**config.mk**
```make
export PLATFORM = sky130hd
export DESIGN_NAME = truth_table_sweeper
export DESIGN_NICKNAME = d
export VERILOG_FILES = /design/src/rtl/truth_table_sweeper.sv
export SDC_FILE = /design/constraint.sdc
export NUM_CORES = 1
export LEC_CHECK = 0
export ABC_AREA = 1
export CAP_MARGIN = 25
export CORE_MARGIN = 8
export CORE_UTILIZATION = 43
export DETAILED_ROUTE_END_ITERATION = 12
export GPL_TIMING_DRIVEN = 0
export PLACE_DENSITY = 0.66
export SLEW_MARGIN = 10
export SYNTH_ARGS = -nofsm -noshare
export SYNTH_HDL_FRONTEND = slang
export SYNTH_SLANG_ARGS = --single-unit
```
**constraint.sdc**
```tcl
create_clock -name clk -period 2.1 [get_ports clk]
set_clock_uncertainty 0.05 [all_clocks]
set_input_delay 0.42 -clock clk [delete_from_list [all_inputs] [get_ports clk]]
set_output_delay 0.42 -clock clk [all_outputs]
set_load 0.1 [all_outputs]
```
**src/rtl/truth_table_sweeper.sv**
```systemverilog
// truth_table_sweeper
// Drives a two-input gate through the vectors {A,B} = 00, 01, 10, 11. After a
// programmable settle time it samples the gate output for each vector, then
// reports the captured truth table and how it compares with EXPECTED.
module truth_table_sweeper #(
    parameter logic [3:0] EXPECTED = 4'b1110,
    parameter int         SETTLE   = 2
) (
    input  logic       clk,
    input  logic       rst_n,
    input  logic       start,
    output logic       A,
    output logic       B,
    input  logic       Out,
    output logic       busy,
    output logic       done,
    output logic       pass,
    output logic [3:0] captured,
    output logic [3:0] fail_mask
);

    typedef enum logic [1:0] {
        S_IDLE   = 2'd0,
        S_SETTLE = 2'd1,
        S_SAMPLE = 2'd2,
        S_DONE   = 2'd3
    } state_t;

    // With no settle time, a freshly driven vector is sampled on the very next edge.
    localparam state_t     AFTER_DRIVE = (SETTLE == 0) ? S_SAMPLE : S_SETTLE;
    localparam logic [3:0] SETTLE_LAST = (SETTLE > 0) ? 4'(SETTLE - 1) : 4'd0;

    state_t     state;
    state_t     state_nxt;
    logic [1:0] idx;
    logic [3:0] cnt;
    logic [3:0] captured_nxt;
    logic       last_vec;
    logic       settle_end;

    assign last_vec   = (idx == 2'd3);
    assign settle_end = (cnt == SETTLE_LAST);

    // Captured table with the current vector's bit replaced by the live gate output.
    // On the final sample, pass is judged from this value so that it already
    // includes the bit sampled on the edge that enters DONE.
    always_comb begin
        captured_nxt      = captured;
        captured_nxt[idx] = Out;
    end

    // State register.
    always_ff @(posedge clk or negedge rst_n) begin
        if (!rst_n) begin
            state <= S_IDLE;
        end else begin
            state <= state_nxt;
        end
    end

    // Next-state logic. start is only looked at in IDLE, so requests made
    // during a sweep are dropped rather than queued.
    always_comb begin
        state_nxt = state;
        case (state)
            S_IDLE: begin
                if (start) begin
                    state_nxt = AFTER_DRIVE;
                end
            end
            S_SETTLE: begin
                if (settle_end) begin
                    state_nxt = S_SAMPLE;
                end
            end
            S_SAMPLE: begin
                if (last_vec) begin
                    state_nxt = S_DONE;
                end else begin
                    state_nxt = AFTER_DRIVE;
                end
            end
            S_DONE: begin
                state_nxt = S_IDLE;
            end
            default: begin
                state_nxt = S_IDLE;
            end
        endcase
    end

    // Vector index, settle counter, gate drive, and result registers.
    always_ff @(posedge clk or negedge rst_n) begin
        if (!rst_n) begin
            idx       <= 2'd0;
            cnt       <= 4'd0;
            A         <= 1'b0;
            B         <= 1'b0;
            busy      <= 1'b0;
            done      <= 1'b0;
            pass      <= 1'b0;
            captured  <= 4'b0000;
            fail_mask <= 4'b0000;
        end else begin
            done <= 1'b0;
            case (state)
                S_IDLE: begin
                    if (start) begin
                        idx       <= 2'd0;
                        cnt       <= 4'd0;
                        A         <= 1'b0;
                        B         <= 1'b0;
                        captured  <= 4'b0000;
                        fail_mask <= 4'b0000;
                        pass      <= 1'b0;
                        busy      <= 1'b1;
                    end
                end
                S_SETTLE: begin
                    if (settle_end) begin
                        cnt <= 4'd0;
                    end else begin
                        cnt <= cnt + 4'd1;
                    end
                end
                S_SAMPLE: begin
                    captured       <= captured_nxt;
                    fail_mask[idx] <= Out ^ EXPECTED[idx];
                    if (last_vec) begin
                        // A/B stay at 11 through the DONE cycle.
                        done <= 1'b1;
                        pass <= (captured_nxt == EXPECTED);
                    end else begin
                        idx    <= idx + 2'd1;
                        {A, B} <= idx + 2'd1;
                    end
                end
                S_DONE: begin
                    // pass, captured and fail_mask hold until the next accepted start.
                    busy <= 1'b0;
                    A    <= 1'b0;
                    B    <= 1'b0;
                end
                default: begin
                    busy <= 1'b0;
                end
            endcase
        end
    end

endmodule

```
==> impl_metrics.yaml, run 1 <==
sta:
  period_minus_slack_ns: 2.02
  setup_viol: 0
  fin_tns_setup_ns: 0
  post-route-period-util_pct: 96.2
  drv_slew: 0
  slew-limit-headroom_pct: 35.6
  fmax_mhz: 495
  rsz0062_at_grt: "no"
  worst_pin_slew_ns: 0.969
  report.final.hold_viol_count: 0
power_and_ir_drop:
  internal_power_w: 0.000880
  p_comb_share_pct: 58.9
  power_frac_seq_pct: 31.4
  ir_drop_v: 0.000862
  netSwitchingFraction_pct: 55.8
  switchingPower_w: 0.00111
  p_total_w: 0.00199
  power.leakage_nw: 0.718
  clkPwrFrac_pct: 9.6
  power_density_nw_per_um2: 1500
synthesis:
  synth_compound_area_share_pct: 10.6
  synth.area.mux_share_pct: 0
  yosys_register_bits: 21
  ys_warn_count: 0
  synth_xor_area_share_pct: 0.800
  yosys.area_share.simple_pct: 23.2
  yosysSeqAreaShare_pct: 48.0
  synth_adder_area_share_pct: 9.14
  synthTopCellsByArea: "dfrtp_1 48%, nand2_1 11%, ha_1 9.1%"
  netlist_area_um2: 1090
  synth_top_family_by_area: "simple AND/OR/NAND/NOR gates"
  syn_nets: 136
  postSynthCellCount: 124
  avgSynthCellArea_um2: 8.83
  synth.top_cell.area_share_pct: 48.0
  synth_top_area_cell: "dfrtp_1"
  netlist-cell-type-count: 21
clocking:
  clk_latency_ns: 0.30
  clock_sinks: 21
  cts_tree: "done"
  clockBufferDepth: 2
  clockRootBuffer: "clkbuf_4"
  postCtsHoldBufs: 0
  h-tree-depth: 1
  clkTransAtPathRegs_ns: 0.11
  cts_buffers: 3
detailed_routing:
  ant_nets: 0
  drc: 0
  wl_mm: 2.11
  num_vias: 867
  viasPerCell: 4.95
  wl_per_cell_um: 12.1
  dr.first_iter.drc_count: 39
  first_pass_iters: 3
critical_path:
  critical_path_buf_inv_count: 1
  path_cells: "dlygate4sd2_1"
  critical_path.endpoint_type: "primary output"
  rrSetupSlack_ns: 0.67
  critPathLaunchType: "register"
  path_class: "register to primary output"
  r2r-end: "fail_mask[3]$_DFFE_PN0P_"
  crit_slowest_cell: "dlygate4sd2_1"
  regToRegStartpoint: "idx[0]$_DFFE_PN0P_"
  cp.depth: 1
  critPathLaunch: "captured[1]$_DFFE_PN0P_"
  critPathMaxStageDelay_ns: 0.87
  crit_arrival_ns: 1.55
  rr_worst_depth: 5
  cp.required_ns: 1.63
  crit_fanout: 3
  crit_family: "buffers and inverters"
die:
  die_h_um: 66.5
  die_w_um: 66.5
  die_area_um2: 4420
  coreArea_um2: 2450
  io_pins: 17
  start_util_pct: 44.6
  rows: 18
place:
  dpl.cell_count: 170
  dp_hpwl_mm: 1.64
  portBuffers: 16
  place.gp.congestion: 0.807
final_layout:
  final_cells: 175
  finish.utilization_pct: 54.2
  layout-drive-gt1-share_pct: 11.7
  nets: 158
  n_antenna_cell: 0
  areaGrowthSynthToFinish_pct: 21.6
global_route:
  grt_pass1_wl_mm: 3.88
  groute.usage.overall_pct: 10.9
  antenna_found_initial: 0
  grt_max_degree: 22
  grt_overflow: 0
  grt_pass1_vias: 905
min_path:
  hold_path_class: "input pin to async pin"
status:
  status: "complete, no violations"
run:
  cap_viol_max_count: 0
[power groups by stage]
| stage | Sequential [W] | Combinational, W | Clock, W |
|---|---|---|---|
| 4_1_cts | 0.000626 | 0.00118 | 0.000204 |
| 3_3_place_gp | 0.000630 | 0.00120 | 0 |
| 3_5_place_dp | 0.000638 | 0.00122 | 0 |
| 2_1_floorplan | 0.00110 | 0.000469 | 0 |
| 6_report | 0.000626 | 0.00117 | 0.000192 |
| 5_1_grt | 0.000645 | 0.00128 | 0.000218 |
[metrics by stage]
stage               cell area [µm²]  hold WS [ns]  setup WS, ns
floorplan                      1090        0.0744         0.579
global placement               1290         0.410         0.136
detailed placement             1290         0.418         0.111
CTS                            1300         0.443        0.0407
global route                   1330         0.300        0.0262
finish                         1330         0.297        0.0793
[timing repair]
action / 4_1_cts / 5_1_grt
setup endpoints to repair: 13 / 1
setup buffers: 0 / 0
endpoints found under the hold margin: 0 / 0
resized for setup: 13 / 1
[worst max path at each step]
stage | end | slack [ns]
after global routing | captured[1] | 0.03
after detailed placement | captured[3] | 0.11
after global placement | captured[3] | 0.14
after CTS | captured[3] | 0.04
after floorplan | pass$_DFFE_PN0P_ | 0.58
final | captured[1] | 0.08
[cells in the mapped netlist, drive strengths merged]
cell type,count
nand3,13
dfrtp,21
buf,2
nand2,35
o22ai,2
xor2,1
inv,18
nand3b,1
nor2,6
o21ai,16
a21oi,1
ha,8
[flip-flops by register name, summed over array words and instances, names as in the netlist]
| name | flops |
|---|---|
| A | 1 |
| B | 1 |
| busy | 1 |
| captured | 4 |
| cnt | 4 |
| done | 1 |
| fail_mask | 4 |
| idx | 2 |
| pass | 1 |
| state | 2 |
[cells in the final DEF (no fill, tap or decap)]
| cell type | instances |
|---|---|
| clkdlybuf4s50_1 | 3 |
| ha_1 | 8 |
| o22ai_1 | 2 |
| o21ai_4 | 1 |
| inv_2 | 2 |
| nand2_2 | 2 |
| nand3_2 | 1 |
| o21ai_1 | 4 |
| o21ai_2 | 2 |
| nand2_1 | 32 |
| inv_1 | 16 |
| nor2_2 | 1 |
| dlygate4sd2_1 | 12 |
| nor2_1 | 4 |
| nand2_4 | 1 |
| nor2_4 | 1 |
| clkdlybuf4s15_1 | 1 |
| o21ai_0 | 9 |
| buf_6 | 2 |
| xor2_1 | 1 |
| clkbuf_1 | 1 |
| dfrtp_1 | 21 |
| clkbuf_4 | 3 |
| nand3_1 | 12 |
| nand3b_1 | 1 |
| buf_16 | 1 |
| a21oi_1 | 1 |
[cell type report]
type                            count  area [µm²]
Buffer                              2        22.5
Clock buffer                        4        26.3
Fill cell                         248        1120
Inverter                           18        67.6
Multi-Input combinational cell     83         479
Sequential cell                    21         526
Tap cell                           30        37.5
Timing Repair Buffer               17         173
[cell families (layout without fill, tap and decap cells)]
family                     Yosys count  after routing
xor gates and xnor gates             1              1
and+or+nand+nor                     55             55
DFF                                 21             21
buffers and inverters               20             41
AOI/OAI and AO/OA                   19             19
adders and majority gates            8              8
[routing by layer]
layer | part of all wire, % | track usage, %
met1 | 46 | 12.9
met3 | 5.3 | 3.19
met2 | 47 | 17.7
met4 | 1.7 | 5.33
met5 | 0 | 0
(Power assumes the default switching activity.)
==> run 2, diff against run 1 <==
CORE_MARGIN = 4   (was 8)
==> run 2 against run 1 <==
Compared with the run above: clock power about the same; combinational power about the same; register-to-register slack about the same; flip-flop and latch count unchanged; wire length decreased by 8.8%; sequential power decreased by 0.8%; worst setup slack improved by 0.0083 ns; non-clock buffer count unchanged; first-iteration DRC count decreased by 72%; core utilization decreased by 0.71 points; final cell count unchanged; global-route usage increased by 2.6 points.
==> impl_metrics.yaml, run 2 (synthesis results as in run 1) <==
place:
  dp_hpwl_mm: 1.52
  portBuffers: 16
  post-place-ws_ns: 0.133
  place.gp.congestion: 0.801
  dpl.cell_count: 170
clocking:
  postCtsHoldBufs: 0
  h-tree-depth: 1
  clkTransAtPathRegs_ns: 0.11
  clockBufferDepth: 2
  clockRootBuffer: "clkbuf_4"
  cts_setup_buffers: 0
  cts_tree: "done"
  clk_latency_ns: 0.30
  clock_sinks: 21
  cts_buffers: 3
detailed_routing:
  viasPerCell: 4.77
  ant_nets: 0
  wl_mm: 1.93
  drc: 0
  num_vias: 834
  wl_per_cell_um: 11.0
  dr.first_iter.drc_count: 11
  first_pass_iters: 4
sta:
  period_minus_slack_ns: 2.01
  worst_pin_slew_ns: 0.962
  setup_viol: 0
  slew-limit-headroom_pct: 36.1
  report.final.hold_viol_count: 0
  rsz0062_at_grt: "no"
  hold_ws_ns: 0.312
  fin_tns_setup_ns: 0
  setup_ws_ns: 0.0876
  post-route-period-util_pct: 95.8
  fmax_mhz: 497
  drv_slew: 0
die:
  io_pins: 17
  start_util_pct: 44.6
  die_h_um: 58.5
  rows: 18
  die_area_um2: 3420
  coreArea_um2: 2450
  die_w_um: 58.5
final_layout:
  top_regs: "captured (4), cnt (4), fail_mask (4)"
  fillCellCount: 231
  layout-drive-gt1-share_pct: 11.7
  final_common_cell: "nand2_1"
  mostFrequentLayoutCells: "32 x nand2_1, 21 x dfrtp_1, 16 x inv_1"
  nets: 158
  multi_input_area_um2: 479
  final_cells: 175
  regArea_um2: 526
  areaGrowthSynthToFinish_pct: 20.0
  n_antenna_cell: 0
critical_path:
  cp.required_ns: 1.63
  crit_family: "buffers and inverters"
  path_class: "register to primary output"
  crit_fanout: 3
  critical_path.endpoint_type: "primary output"
  path_cells: "dlygate4sd2_1"
  critPathMaxStageDelay_ns: 0.86
  crit_arrival_ns: 1.54
  crit_slowest_cell: "dlygate4sd2_1"
  critical_path_buf_inv_count: 1
  critPathLaunchType: "register"
power_and_ir_drop:
  ir_drop_v: 0.000907
  power.leakage_nw: 0.715
  power_density_nw_per_um2: 1500
  p_total_w: 0.00197
global_route:
  grt_max_degree: 22
  grt_pass1_vias: 821
  antenna_found_initial: 0
  grt_pass1_wl_mm: 3.51
  grt_overflow: 0
  groute.usage.overall_pct: 13.5
min_path:
  hold_path_class: "input pin to async pin"
status:
  status: "complete, no violations"
run:
  cap_viol_max_count: 0
[run 2: repair_timing]
| item | in CTS | in global routing |
|---|---|---|
| hold endpoints to repair | 0 | 0 |
| setup endpoints to repair | 13 | 0 |
| gates resized for setup | 13 | 0 |
[run 2: metrics by stage]
step | utilization (%) | instance area [µm²]
3_3_place_gp | 52.7 | 1290
3_5_place_dp | 52.7 | 1290
2_1_floorplan | - | 1090
6_report | 53.5 | 1310
4_1_cts | 53.1 | 1300
5_1_grt | 53.5 | 1310
[run 2: path summary, 6_finish.rpt]
kind                                       endpoint  cells after the start                     from  slack, ns
setup / recovery                        captured[1]                      1  captured[1]$_DFFE_PN0P_       0.09
setup reg to reg           fail_mask[3]$_DFFE_PN0P_                      5       idx[0]$_DFFE_PN0P_       0.67
max in group asynchronous  fail_mask[0]$_DFFE_PN0P_                      2                    rst_n       1.26
hold / removal             fail_mask[1]$_DFFE_PN0P_                      1                    rst_n       0.31
min in group clk                      A$_DFFE_PN0P_                      2            A$_DFFE_PN0P_       0.43
hold reg to reg                       A$_DFFE_PN0P_                      2            A$_DFFE_PN0P_       0.43
[run 2: power breakdown]
group	leakage [nW]	internal (W)	switching (W)	total (W)
combinational	0.418	0.000275	0.000882	0.00116
sequential	0.282	0.000525	0.0000962	0.000621
clock	0.0150	0.0000739	0.000116	0.000190
[run 2: metal layers]
metal / up-vias / global-route usage (%) / share of wire, %
met2: 7 / 21.1 / 47
met5: - / 0 / 0
met3: 2 / 2.63 / 3.5
li1: 434 / - / -
met1: 391 / 17.7 / 49
met4: 0 / 6.95 / 0.78
[run 2: final cells by class]
class                      count  area share, %
buffer                         2           1.71
clock buffer                   4           2.00
inverter                      18           5.14
multi-input combinational     83           36.5
sequential                    21           40.0
tap                           30           2.86
timing repair buffer          17           11.8
